File: config.mk
export PLATFORM = sky130hd
export DESIGN_NAME = invader_formation
export DESIGN_NICKNAME = d
export VERILOG_FILES = /design/src/rtl/invader_formation.sv
export SDC_FILE = /design/constraint.sdc
export NUM_CORES = 1
export LEC_CHECK = 0
export CAP_MARGIN = 20
export CORE_UTILIZATION = 55
export DETAILED_ROUTE_END_ITERATION = 12
export GPL_ROUTABILITY_DRIVEN = 0
export PLACE_DENSITY = 0.8
export SYNTH_ARGS = -nofsm -noshare
export SYNTH_HDL_FRONTEND = slang
export SYNTH_SLANG_ARGS = --single-unit
File: constraint.sdc
create_clock -name clk_36MHz -period 3.2 [get_ports clk_36MHz]
set_input_delay 0.48 -clock clk_36MHz [delete_from_list [all_inputs] [get_ports clk_36MHz]]
set_output_delay 0.48 -clock clk_36MHz [all_outputs]
set_load 0.005 [all_outputs]
File: src/rtl/invader_formation.sv
// invader_formation: marching invader grid with bullet collision, edge bounce
// and descent, plus cleared/landed terminal states.
// Optional build macro INVADER_SPEEDUP_EN: step period shrinks with level as
// max(STEP_TICKS >> level, 1). Without it the period is always STEP_TICKS.
module invader_formation #(
  parameter int COLS        = 20,
  parameter int ROWS        = 2,
  parameter int STEP_TICKS  = 7200000,
  parameter int BOTTOM_LINE = 14,
  parameter int XW          = 5,
  parameter int YW          = 4
) (
  input  logic                                   clk_36MHz,
  input  logic                                   reset,
  input  logic                                   start,
  input  logic                                   bullet_valid,
  input  logic [XW-1:0]                          bullet_x,
  input  logic [YW-1:0]                          bullet_y,
  input  logic [2:0]                             level,
  output logic                                   hit,
  output logic [((ROWS > 1) ? $clog2(ROWS) : 1)-1:0] hit_row,
  output logic [ROWS*COLS-1:0]                   invaders_array,
  output logic [YW-1:0]                          invaders_line,
  output logic                                   cleared,
  output logic                                   landed
);

  localparam int HRW = (ROWS > 1) ? $clog2(ROWS) : 1;
  localparam int CW  = (STEP_TICKS > 1) ? $clog2(STEP_TICKS) : 1;
  // each row starts with its low half populated
  localparam logic [COLS-1:0] ROW_INIT = (COLS'(1) << (COLS / 2)) - COLS'(1);

  typedef enum logic [1:0] {
    S_IDLE    = 2'd0,
    S_MARCH   = 2'd1,
    S_CLEARED = 2'd2,
    S_LANDED  = 2'd3
  } state_t;

  state_t          state_q, state_d;
  logic [COLS-1:0] rows_q [ROWS];
  logic [COLS-1:0] rows_d [ROWS];
  logic [YW-1:0]   line_q, line_d;
  logic            dir_q, dir_d;      // 0 = moving left (toward MSB), 1 = moving right
  logic [CW-1:0]   cnt_q, cnt_d;
  logic            pend_q, pend_d;    // step deferred because a hit won the cycle
  logic            hit_q, hit_d;
  logic [HRW-1:0]  hit_row_q, hit_row_d;

  // ---------------------------------------------------------------------------
  // step period selection
  // ---------------------------------------------------------------------------
  logic [31:0] period;
`ifdef INVADER_SPEEDUP_EN
  // faster march at higher levels, never below one cycle
  always_comb begin
    period = 32'(STEP_TICKS) >> level;
    if (period == 32'd0) period = 32'd1;
  end
`else
  logic unused_level;
  assign unused_level = ^level;
  // fixed march speed
  always_comb begin
    period = 32'(STEP_TICKS);
  end
`endif

  // >= rather than == so a mid-count level change cannot strand the counter
  logic step_tick;
  assign step_tick = (32'(cnt_q) >= (period - 32'd1));

  // ---------------------------------------------------------------------------
  // per-row observations: edge occupancy and bullet collision
  // ---------------------------------------------------------------------------
  logic [ROWS-1:0] row_left_bit;
  logic [ROWS-1:0] row_right_bit;
  logic [ROWS-1:0] row_hit;
  logic [ROWS-1:0] row_nonzero;
  logic            bx_ok;

  assign bx_ok = (32'(bullet_x) < 32'(COLS));

  genvar gi;
  generate
    for (gi = 0; gi < ROWS; gi++) begin : g_row
      logic [YW:0]     row_line_ext;  // one extra bit so line+r+1 never wraps
      logic [COLS-1:0] shifted;
      assign row_line_ext      = {1'b0, line_q} + (YW+1)'(gi + 1);
      assign shifted           = rows_q[gi] >> bullet_x;
      assign row_left_bit[gi]  = rows_q[gi][COLS-1];
      assign row_right_bit[gi] = rows_q[gi][0];
      assign row_nonzero[gi]   = |rows_q[gi];
      assign row_hit[gi]       = bullet_valid && bx_ok &&
                                 ({1'b0, bullet_y} == row_line_ext) && shifted[0];
      assign invaders_array[gi*COLS +: COLS] = rows_q[gi];
    end
  endgenerate

  logic left_edge, right_edge, all_clear, hit_any, landed_now;
  assign left_edge  = |row_left_bit;
  assign right_edge = |row_right_bit;
  assign all_clear  = ~|row_nonzero;
  assign hit_any    = |row_hit;
  assign landed_now = (({1'b0, line_q} + (YW+1)'(ROWS - 1)) >= (YW+1)'(BOTTOM_LINE));

  // lowest row that the bullet touches (at most one can match a given line)
  logic [HRW-1:0] hit_idx;
  always_comb begin
    hit_idx = '0;
    for (int i = ROWS - 1; i >= 0; i--) begin
      if (row_hit[i]) hit_idx = HRW'(i);
    end
  end

  // ---------------------------------------------------------------------------
  // next-state: start/re-init, terminal detection, hit vs step arbitration
  // ---------------------------------------------------------------------------
  always_comb begin
    logic do_step;
    state_d   = state_q;
    rows_d    = rows_q;
    line_d    = line_q;
    dir_d     = dir_q;
    cnt_d     = cnt_q;
    pend_d    = pend_q;
    hit_d     = 1'b0;
    hit_row_d = hit_row_q;
    do_step   = 1'b0;

    case (state_q)
      S_MARCH: begin
        if (all_clear) begin
          state_d = S_CLEARED;
        end else if (landed_now) begin
          state_d = S_LANDED;
        end else begin
          cnt_d   = step_tick ? '0 : cnt_q + 1'b1;
          do_step = step_tick || pend_q;
          if (hit_any) begin
            // hit wins; any step due now waits for the next free cycle
            for (int i = 0; i < ROWS; i++) begin
              if (HRW'(i) == hit_idx) begin
                rows_d[i] = rows_q[i] & ~(COLS'(1) << bullet_x);
              end
            end
            hit_d     = 1'b1;
            hit_row_d = hit_idx;
            pend_d    = do_step;
          end else begin
            pend_d = 1'b0;
            if (do_step) begin
              if (!dir_q) begin
                if (left_edge) begin
                  line_d = line_q + 1'b1;
                  dir_d  = 1'b1;
                end else begin
                  for (int i = 0; i < ROWS; i++) rows_d[i] = rows_q[i] << 1;
                end
              end else begin
                if (right_edge) begin
                  line_d = line_q + 1'b1;
                  dir_d  = 1'b0;
                end else begin
                  for (int i = 0; i < ROWS; i++) rows_d[i] = rows_q[i] >> 1;
                end
              end
            end
          end
        end
      end
      default: begin
        // IDLE, CLEARED and LANDED all restart the wave on start
        if (start) begin
          state_d = S_MARCH;
          for (int i = 0; i < ROWS; i++) rows_d[i] = ROW_INIT;
          line_d    = YW'(1);
          dir_d     = 1'b0;
          cnt_d     = '0;
          pend_d    = 1'b0;
          hit_row_d = '0;
        end
      end
    endcase
  end

  // state registers with synchronous reset taking priority over everything
  always_ff @(posedge clk_36MHz) begin
    if (reset) begin
      state_q   <= S_IDLE;
      for (int i = 0; i < ROWS; i++) rows_q[i] <= ROW_INIT;
      line_q    <= YW'(1);
      dir_q     <= 1'b0;
      cnt_q     <= '0;
      pend_q    <= 1'b0;
      hit_q     <= 1'b0;
      hit_row_q <= '0;
    end else begin
      state_q   <= state_d;
      for (int i = 0; i < ROWS; i++) rows_q[i] <= rows_d[i];
      line_q    <= line_d;
      dir_q     <= dir_d;
      cnt_q     <= cnt_d;
      pend_q    <= pend_d;
      hit_q     <= hit_d;
      hit_row_q <= hit_row_d;
    end
  end

  assign hit           = hit_q;
  assign hit_row       = hit_row_q;
  assign invaders_line = line_q;
  assign cleared       = (state_q == S_CLEARED);
  assign landed        = (state_q == S_LANDED);

endmodule

==> key figures <==
Synth
  – Cell Area, Synth: ~0.0048 mm²
  – Post-synth EDFFs: 0
  – Post-synthesis cell count: 603
  – YS warnings: 0
  – Seq/Total Area, Yosys: 30.7%
  – Number of distinct library cells after synthesis: 67
  – Syn_area_per_cell: 7.90 µm²
  – Synth async-reset ratio: 0%
  – Number of synthesized register bits: between 70 and 80
  – Syn nets: between 600 and 700
  – Dominant synthesized flop cell: dfxtp_1

Place
  – IO buf count: 60
  – Placed cells: about 770
  – Placed instance area: 0.00564 mm²
  – HPWL Detailed: a little under 10 mm
  – Post-Place Setup Slack: -0.152 ns

Global route
  – Vias in the first global route: approximately 4700
  – First-pass GRT wire length: 23.0 mm
  – Largest net degree at the start of global routing: 59
  – Total track usage: 32.5%
  – Initial antenna violation count: 0
  – GRT overflow: 0

Drt
  – Met3 wire length: between 1 and 1.5 mm
  – Residual DRC count: 0
  – WL final: 14.3 mm
  – Highest Signal Layer: met4
  – Routed wire per std cell: 18.3 µm
  – Vias: 5086
  – Met2 wire len: 6.67 mm
  – Starting DRT DRC Count: 476
  – Drt pass-1 iters: 5
  – Remaining antenna violation count: 0
  – Vias per cell: about 6.5
  – WL met1: 6.09 mm

Cells and area
  – Most frequent cells in the layout: dfxtp_1, clkdlybuf4s50_1, nand2_1, nor2_1, a21oi_1
  – Filler cell count in the final layout: 682
  – Area Overhead vs Synth: 23.7%
  – Final-stage net count: 691
  – Reg area: about 0.0015 mm²
  – Area of all placed cells without fillers: 0.00589 mm²
  – Area of the multi-input gates: 0.00304 mm²
  – Most common cell after layout, fill and taps aside: dfxtp_1
  – Share of cells above drive strength 1: 13.8%
  – # diodes: 0
  – Layout Utilization: between 70 and 80%
  – Non-filler cells, final: between 700 and 800

CTS
  – Total CTS buffers: 9
  – Worst skew pair latency: 0.35 ns
  – CTS tree: yes
  – Clk slew on worst S/H paths: 0.07 ns
  – # H-tree levels: 3
  – Clock buffer depth: 2
  – Root Driver: clkbuf_8
  – Hold Buf Count CTS: 0
  – TritonCTS Sinks: 73

Critical path
  – CP max stage cell: nor4_1
  – Crit Path Category: flop to flop
  – Peak fanout along the critical path: 29
  – Crit. End Element: flop
  – Arrival @ worst endpoint: 3.19 ns
  – Largest stage delay on the critical path: 0.57 ns
  – Most used cell along the critical path: buf_4
  – Critical Path RT: 3.48 ns
  – Crit path launch type: flop
  – Worst path cell trace: nor4_1 > nand4_1 > or3_1 > o211ai_1 > buf_4 > and2_1 > buf_4 > o21ai_0 > buf_4 > a21oi_1

Timing
  – Post-route setup slack: 0.286 ns
  – Worst slew pin tran: between 0.6 and 0.7 ns
  – Crit path time final: 2.91 ns
  – Final period util: 91.1%
  – Fin. Hold Viols: 0
  – RSZ-0062 raised after global routing: false
  – Max-slew headroom: ~54%
  – Max Slew Vio Count: 0
  – Setup violators final: 0
  – Fin Clk Skew: 0.0133 ns
  – FMAX: 343 MHz
  – WHS: ~0.5 ns

Outcome
  – Outcome: finished, final reports clean

Floorplan
  – Rows: 33
  – Die X: 95.0 µm
  – Core area: 0.00830 mm²
  – Top-level I/O count: 64
  – Die Span Y: 95.0 µm
  – Initial Utilization: 57.4%
  – Die area: 0.00903 mm²

Power and ir drop
  – Peak VDD IR: 229 µV
  – Cell Pwr Density: 341 mW/mm²
  – LEAKAGE: 1.85 nW

Run
  – Max-Cap Viols: 0

Min path
  – Hold Crit Class: flop to flop
state kept, by name (all words and copies together) (netlist names):
signal / cells
hit: 1
invaders_line: 4
invaders_array: 40
state_q: 2
hit_row: 1
dir_q: 1
pend_q: 1
cnt_q: 23
critical path, delay by kind of cell (launching register included):
family / cells / cell delay, ns
AOI/OAI and AO/OA: 3 / 0.40
buffers and inverters: 3 / 0.71
DFF: 1 / 0.38
and+or+nand+nor: 4 / 1.34
synthesized netlist by cell type (3+ instances only):
library cell | count | share of area [%]
buf_4 | 5 | 0.79
nand4_1 | 12 | 1.6
a21oi_1 | 45 | 4.7
a211oi_1 | 3 | 0.47
xnor2_1 | 16 | 2.9
buf_2 | 17 | 1.8
clkbuf_1 | 13 | 1.0
o221ai_1 | 8 | 1.5
nand2b_1 | 8 | 1.1
inv_1 | 23 | 1.8
or3_1 | 5 | 0.66
buf_1 | 5 | 0.39
nor3_1 | 19 | 2.0
o31ai_1 | 3 | 0.47
nand3b_1 | 10 | 1.6
o21ai_1 | 4 | 0.42
dfxtp_1 | 73 | 31
mux2_2 | 23 | 5.4
o32ai_1 | 4 | 0.74
mux2i_1 | 5 | 1.1
mux4_2 | 7 | 3.3
o211ai_1 | 11 | 1.7
nand2_1 | 55 | 4.3
o21ai_2 | 3 | 0.55
o21ai_0 | 29 | 3.0
and3_1 | 6 | 0.79
ha_1 | 4 | 1.1
o22ai_1 | 11 | 1.4
nor2b_1 | 13 | 1.7
and2_1 | 3 | 0.39
o311ai_0 | 3 | 0.55
nor2_1 | 55 | 4.3
nor4_1 | 14 | 1.8
a31oi_1 | 5 | 0.66
nand3_1 | 35 | 3.7
a2111oi_0 | 6 | 1.1
layer usage:
metal	vias up	global-route usage, %
met5	-	0
li1	2376	-
met4	0	13.5
met3	34	5.10
met1	2407	43.9
met2	269	51.7
power by group:
part | internal (W) | total, W | switching [W]
Sequential | 0.000911 | 0.000915 | 0.00000436
Clock | 0.000539 | 0.000904 | 0.000365
Combinational | 0.0000727 | 0.000189 | 0.000116
path summary, 6_finish.rpt:
| path | startpoint | slack [ns] | endpoint | cells past startpoint |
|---|---|---|---|---|
| worst max register to register | invaders_array[2] | 0.29 | cnt_q[7] | 10 |
| worst min register to register | cnt_q[7] | 0.51 | cnt_q[7] | 2 |
| worst max-delay path | invaders_array[2] | 0.29 | cnt_q[7] | 10 |
| worst min-delay path | cnt_q[7] | 0.51 | cnt_q[7] | 2 |
cell type report:
cell class / count / area share, %
multi-input combinational: 467 / 51.6
inverter: 23 / 1.47
tap: 105 / 2.23
timing repair buffer: 97 / 15.8
clock buffer: 11 / 2.40
clock inverter: 5 / 1.74
sequential: 73 / 24.8
per-stage QoR:
| stage | setup TNS, ns | power, W |
|---|---|---|
| after global routing | 0 | 0.00206 |
| after detailed placement | -0.953 | 0.00112 |
| after floorplan | 0 | 0.00105 |
| after CTS | 0 | 0.00201 |
| final | 0 | 0.00201 |
| after global placement | -0.0864 | 0.00112 |
logic make-up after synthesis:
family | after synthesis | synth area share [%]
compound gates | 160 | 22.3
xor+xnor | 18 | 3.31
fa+ha+maj | 4 | 1.05
buf+inv | 63 | 5.81
flops | 73 | 30.7
mux | 36 | 10.0
simple gates | 249 | 26.8
timing repair:
action | in CTS | in global routing
setup endpoints to repair | 0 | 1
gates resized for setup | 0 | 1
buffers inserted | 0 | 0
Note: power is estimated with default switching activity, not from simulation.
==> RTL change 1 (same settings) <==
`COLS`: 20 -> 10.
--- a/src/rtl/invader_formation.sv
+++ b/src/rtl/invader_formation.sv
@@ -4,5 +4,5 @@
 // max(STEP_TICKS >> level, 1). Without it the period is always STEP_TICKS.
 module invader_formation #(
-  parameter int COLS        = 20,
+  parameter int COLS        = 10,
   parameter int ROWS        = 2,
   parameter int STEP_TICKS  = 7200000,
Interface: changed (resized invaders_array); port bits go from 64 to 44. The function was not compared with the original's and may differ.
==> RTL change 1 against the original RTL <==
Routed wire length shrank 43%; combinational power is 16% lower; design area is 35% lower; clock power is 55% lower; synthesized area down 33%; setup slack worse by 77 ps; hold slack got worse by 26 ps; synthesized cell count fell by 36%; count of clock-buffer cells in the layout shrank 6; sequential cell count down 20; cell count shrank 35%; die area shrank 32%; total power decreased by 38%; critical path type unchanged; largest cell class unchanged.
==> RTL change 1: results (changes against the original RTL) <==
[global_routing]
grt_util_met2_pct = 46.58  ; -5.1 points
grt_max_degree = 24  ; -59%
grt_pass1_vias = 2919  ; -37%
grtUsageTotal_pct = 27.80  ; -4.7 points

[route]
routed-wl-met2_mm = 3.860  ; -42%
viasPerCell = 6.220  ; -4.5%
vias = 3141  ; -38%

[final_layout]
fin_util_pct = 69.05  ; -1.9 points
multi_input_comb_cells = 299  ; -36%
drive_gt1_share_pct = 11.09  ; -2.7 points
n_clock_buffer = 5  ; -6
n_fill_cell = 469  ; -31%
clk_share_pct = 2.471  ; -1.7 points
final_nets = 452  ; -35%

[power_and_ir_drop]
peakVddDrop_v = 0.0002218  ; -3.2%

[logic_synthesis]
yosysSeqAreaShare_pct = 33.09  ; +2.4 points
synth.net_count = 405  ; -35%
yosys_register_bits = 53  ; -27%
synthTopCellsByArea = dfxtp_1 (33%), a21oi_1 (5.0%), mux2i_1 (4.1%), o21ai_0 (3.9%), nor2_1 (3.7%)
netlist_top_cells_count = dfxtp_1 (53), a21oi_1 (32), nor2_1 (32)

[place]
place_area_um2 = 3754  ; -33%

[cts]
path_clk_slew_ps = 100  ; +30 ps
clkLatencyLatePin_ps = 320  ; -30 ps

[worst_setup_path]
crit_arrival_ps = 3180  ; about the same

[status]
status = complete, no violations

## RTL change 1: cell types whose count changed in the layout (fill, tap and decap cells not counted), sizes merged, moves of 14 or more
| cell | unedited run | this run |
|---|---|---|
| nand2 | 55 | 26 |
| nor2 | 55 | 32 |
| buf | 37 | 17 |
| clkdlybuf4s50 | 60 | 40 |
| dfxtp | 73 | 53 |
| nand3 | 35 | 17 |
| mux2 | 24 | 9 |
| nor3 | 19 | 5 |
## RTL change 1: cells by family after synthesis
group | Yosys count | share of synthesized area [%]
buffers and inverters | 33 | 4.447
AO/OA/AOI/OAI | 112 | 23.76
flip-flops | 53 | 33.09
multiplexers | 24 | 8.623
AND/OR/NAND/NOR | 143 | 24.15
adder cells (fa/ha/maj) | 4 | 1.561
XOR/XNOR | 16 | 4.370
## RTL change 1: worst max-delay path, cell delays in order (launching register included)
cell and delay, ps:
dfxtp_1 470, inv_1 70, ha_1 310, xnor2_1 140, or3_1 330, nor4_2 340, a22o_1 400, o211ai_2 230
nor2_1 410, a2bb2oi_1 140
## RTL change 1: report_power, final
part           switching (mW)  internal (mW)
combinational          0.0870         0.0721
sequential            0.00929          0.666
clock                   0.249          0.160
## RTL change 1: path summary, 6_finish.rpt
| kind | from | end | slack [ps] | cells past startpoint |
|---|---|---|---|---|
| min | cnt_q[22]$_SDFFE_PP0P_ | cnt_q[22]$_SDFFE_PP0P_ | 480 | 2 |
| max | invaders_line[1]$_SDFFE_PP0P_ | invaders_array[2]$_SDFFE_PP1P_ | 210 | 9 |
| min reg2reg | cnt_q[22]$_SDFFE_PP0P_ | cnt_q[22]$_SDFFE_PP0P_ | 480 | 2 |
| max reg2reg | invaders_line[1]$_SDFFE_PP0P_ | invaders_array[2]$_SDFFE_PP1P_ | 210 | 9 |
==> RTL change 2 (same settings) <==
Made on the original files. Remove the register `hit_q`: a continuous assignment takes its place, so the output `hit` follows one clock earlier.
--- a/src/rtl/invader_formation.sv
+++ b/src/rtl/invader_formation.sv
@@ -194,5 +194,4 @@
       cnt_q     <= '0;
       pend_q    <= 1'b0;
-      hit_q     <= 1'b0;
       hit_row_q <= '0;
     end else begin
@@ -203,8 +202,9 @@
       cnt_q     <= cnt_d;
       pend_q    <= pend_d;
-      hit_q     <= hit_d;
       hit_row_q <= hit_row_d;
     end
   end
+
+  assign hit_q = hit_d;
 
   assign hit           = hit_q;
Formal check against the unedited RTL: not equivalent (Yosys sat finds a counterexample within 4 cycles, from zero or initial values and one cycle with reset high).
==> RTL change 2 against the original RTL <==
Routed wire length shrank 4.8%; sequential cell count fell by 1; synthesized area is 1.1% higher; design area up 0.28%; sequential share of layout area shrank 0.32 points; total power shrank 3.4%; fmax decreased by 5.2%; setup slack lost 160 ps; first-iteration DRC count fell by 14%; highest routed layer unchanged; largest power group unchanged.
==> RTL change 2: results (changes against the original RTL) <==
[status]
status = complete, no violations

[route]
wl_mm = 13.59  ; -4.8%
drt_iter0_markers = 408  ; -14%
vias = 4915  ; -3.4%
first_pass_iters = 5  ; unchanged

[min_path]
whs_endpoint = cnt_q[4]$_SDFFE_PP0P_
holdPathStages = 2  ; unchanged
min_from = cnt_q[4]$_SDFFE_PP0P_
min_path_type = reg -> reg

[final_layout]
antenna_cells = 0  ; unchanged
n_fill_cell = 670  ; -1.8%
final_nets = 655  ; -5.2%
largest_reg_flops = 40  ; unchanged
drive_gt1_share_pct = 14.06  ; +0.31 points

[worst_setup_path]
path_max_fanout = 15  ; -48%
r2r_slack_ps = 360  ; +70 ps
r2r-start = invaders_line[1]$_SDFFE_PP0P_
rr_worst_depth = 11  ; +1
rr_endpoint = invaders_array[12]$_SDFFE_PP0P_
crit_arrival_ps = 2590  ; -600 ps

[cts]
cts-root-buf = clkbuf_8
cts_made_buffers = 9  ; unchanged
cts_buffer_depth = 2  ; unchanged
path_clk_slew_ps = 80
clkLatencyLatePin_ps = 360
htreeDepth = 3  ; unchanged

[logic_synthesis]
ys_warn_count = 0  ; unchanged
synthTopCellsByArea = dfxtp_1 (30%), mux2i_1 (8.9%), nand3_1 (4.9%), mux4_2 (4.7%), nor2_1 (4.4%)
yosysSeqAreaShare_pct = 29.96  ; -0.74 points
synth.net_count = 584  ; -6.3%
netlist_top_cells_count = dfxtp_1 (72), nor2_1 (56), nand3_1 (47)
async_reset_ff_share_pct = 0  ; unchanged
synth_cell_types = 75  ; +12%

[place]
place_ws_ps = -248.7  ; -97.03 ps
io_buffers = 60  ; unchanged
dp_hpwl_mm = 9.726  ; -1.1%
place_area_um2 = 5693  ; +0.95%

[power_and_ir_drop]
peakVddDrop_v = 0.0002509  ; +9.5%
p_leak_nw = 1.974  ; +6.7%

[global_routing]
grtUsageTotal_pct = 30.98  ; -1.5 points
antenna_found_initial = 0  ; unchanged
grt_pass1_wl_mm = 22.04  ; -4.3%
grt_max_degree = 49  ; -17%
grt_pass1_vias = 4615  ; -0.97%

[sta]
worst_slew_pin_slew_ps = 650.7  ; -38.59 ps
fin_skew_ps = 10.08  ; -3.239 ps

[run]
cap_violations = 0  ; unchanged

RTL change 2: cell count changes after synthesis, sizes merged, moves of 8 or more:
cell and delta:
mux2 -24, a21oi -30, nand2 -24, o32a +18, and3 +8, mux2i +38
nand3 +12, nor3 -14, xnor2 -12, inv -8, o211ai -10, xor2 +18
RTL change 2: final cells by class:
type / count / area (um2) / area share [%]
sequential: 72 / 1448 / 24.51
clock inverter: 7 / 80.08 / 1.356
clock buffer: 9 / 123.9 / 2.097
timing repair buffer: 99 / 938.4 / 15.89
tap: 105 / 131.4 / 2.224
inverter: 15 / 56.30 / 0.9532
multi-input combinational: 438 / 3129 / 52.98
RTL change 2: metal layers:
layer  global-route usage (%)  vias to the layer above  routed length [um]
met5                        0                        -                   0
met4                    14.05                        0                 364
met3                    5.423                       32                1091
met2                    51.43                      252                6481
met1                    39.09                     2330                5652
li1                         -                     2301                   -
RTL change 2: critical path, stage by stage:
cell and delay (ps):
clkdlybuf4s50_1 450, buf_12 180, mux4_2 340, o22ai_1 100, a221o_2 440, o22ai_4 190, nand2_1 110, nor2_1 150
clkbuf_2 150
RTL change 2: cell families (layout without fill, tap and decap cells):
family | Yosys count | count (layout) | share of synthesized area, %
DFF | 72 | 72 | 29.96
adders and majority gates | 4 | 4 | 1.040
muxes | 53 | 53 | 13.63
buffers and inverters | 54 | 130 | 5.383
and+or+nand+nor | 228 | 228 | 25.02
xor gates and xnor gates | 24 | 24 | 4.369
AOI/OAI and AO/OA | 129 | 129 | 20.60
RTL change 2: stage by stage:
step	util, %	hold slack [ps]	TNS, ps	std cells
2_1_floorplan	-	448.8	0	564
3_3_place_gp	68.26	464.2	-402.4	728
3_5_place_dp	68.26	476.6	-1636	728
4_1_cts	70.70	488.7	0	744
5_1_grt	70.82	497.0	0	745
6_report	70.82	491.9	0	745
RTL change 2: timing repair:
item	4_1_cts	5_1_grt
pin swaps	0	1
setup endpoints to repair	1	1
hold buffers	0	0
gates resized for setup	2	5
setup buffers	0	1
RTL change 2: power by group:
group          switching (mW)  internal, mW  total (mW)  leakage (nW)
Sequential             0.0121         0.901       0.914         0.582
Combinational           0.147         0.112       0.260          1.29
Clock                   0.398         0.370       0.768         0.102
RTL change 2: worst max path at each step:
stage | depth (start not counted) | startpoint | slack [ps] | to
2_1_floorplan | 9 | invaders_line[1]$_SDFFE_PP0P_ | 470 | hit
3_3_place_gp | 9 | bullet_x[0] | -140 | hit
3_5_place_dp | 9 | bullet_x[0] | -250 | hit
4_1_cts | 9 | bullet_x[0] | 10 | hit
5_1_grt | 9 | bullet_x[0] | 90 | hit
6_report | 9 | bullet_x[0] | 130 | hit
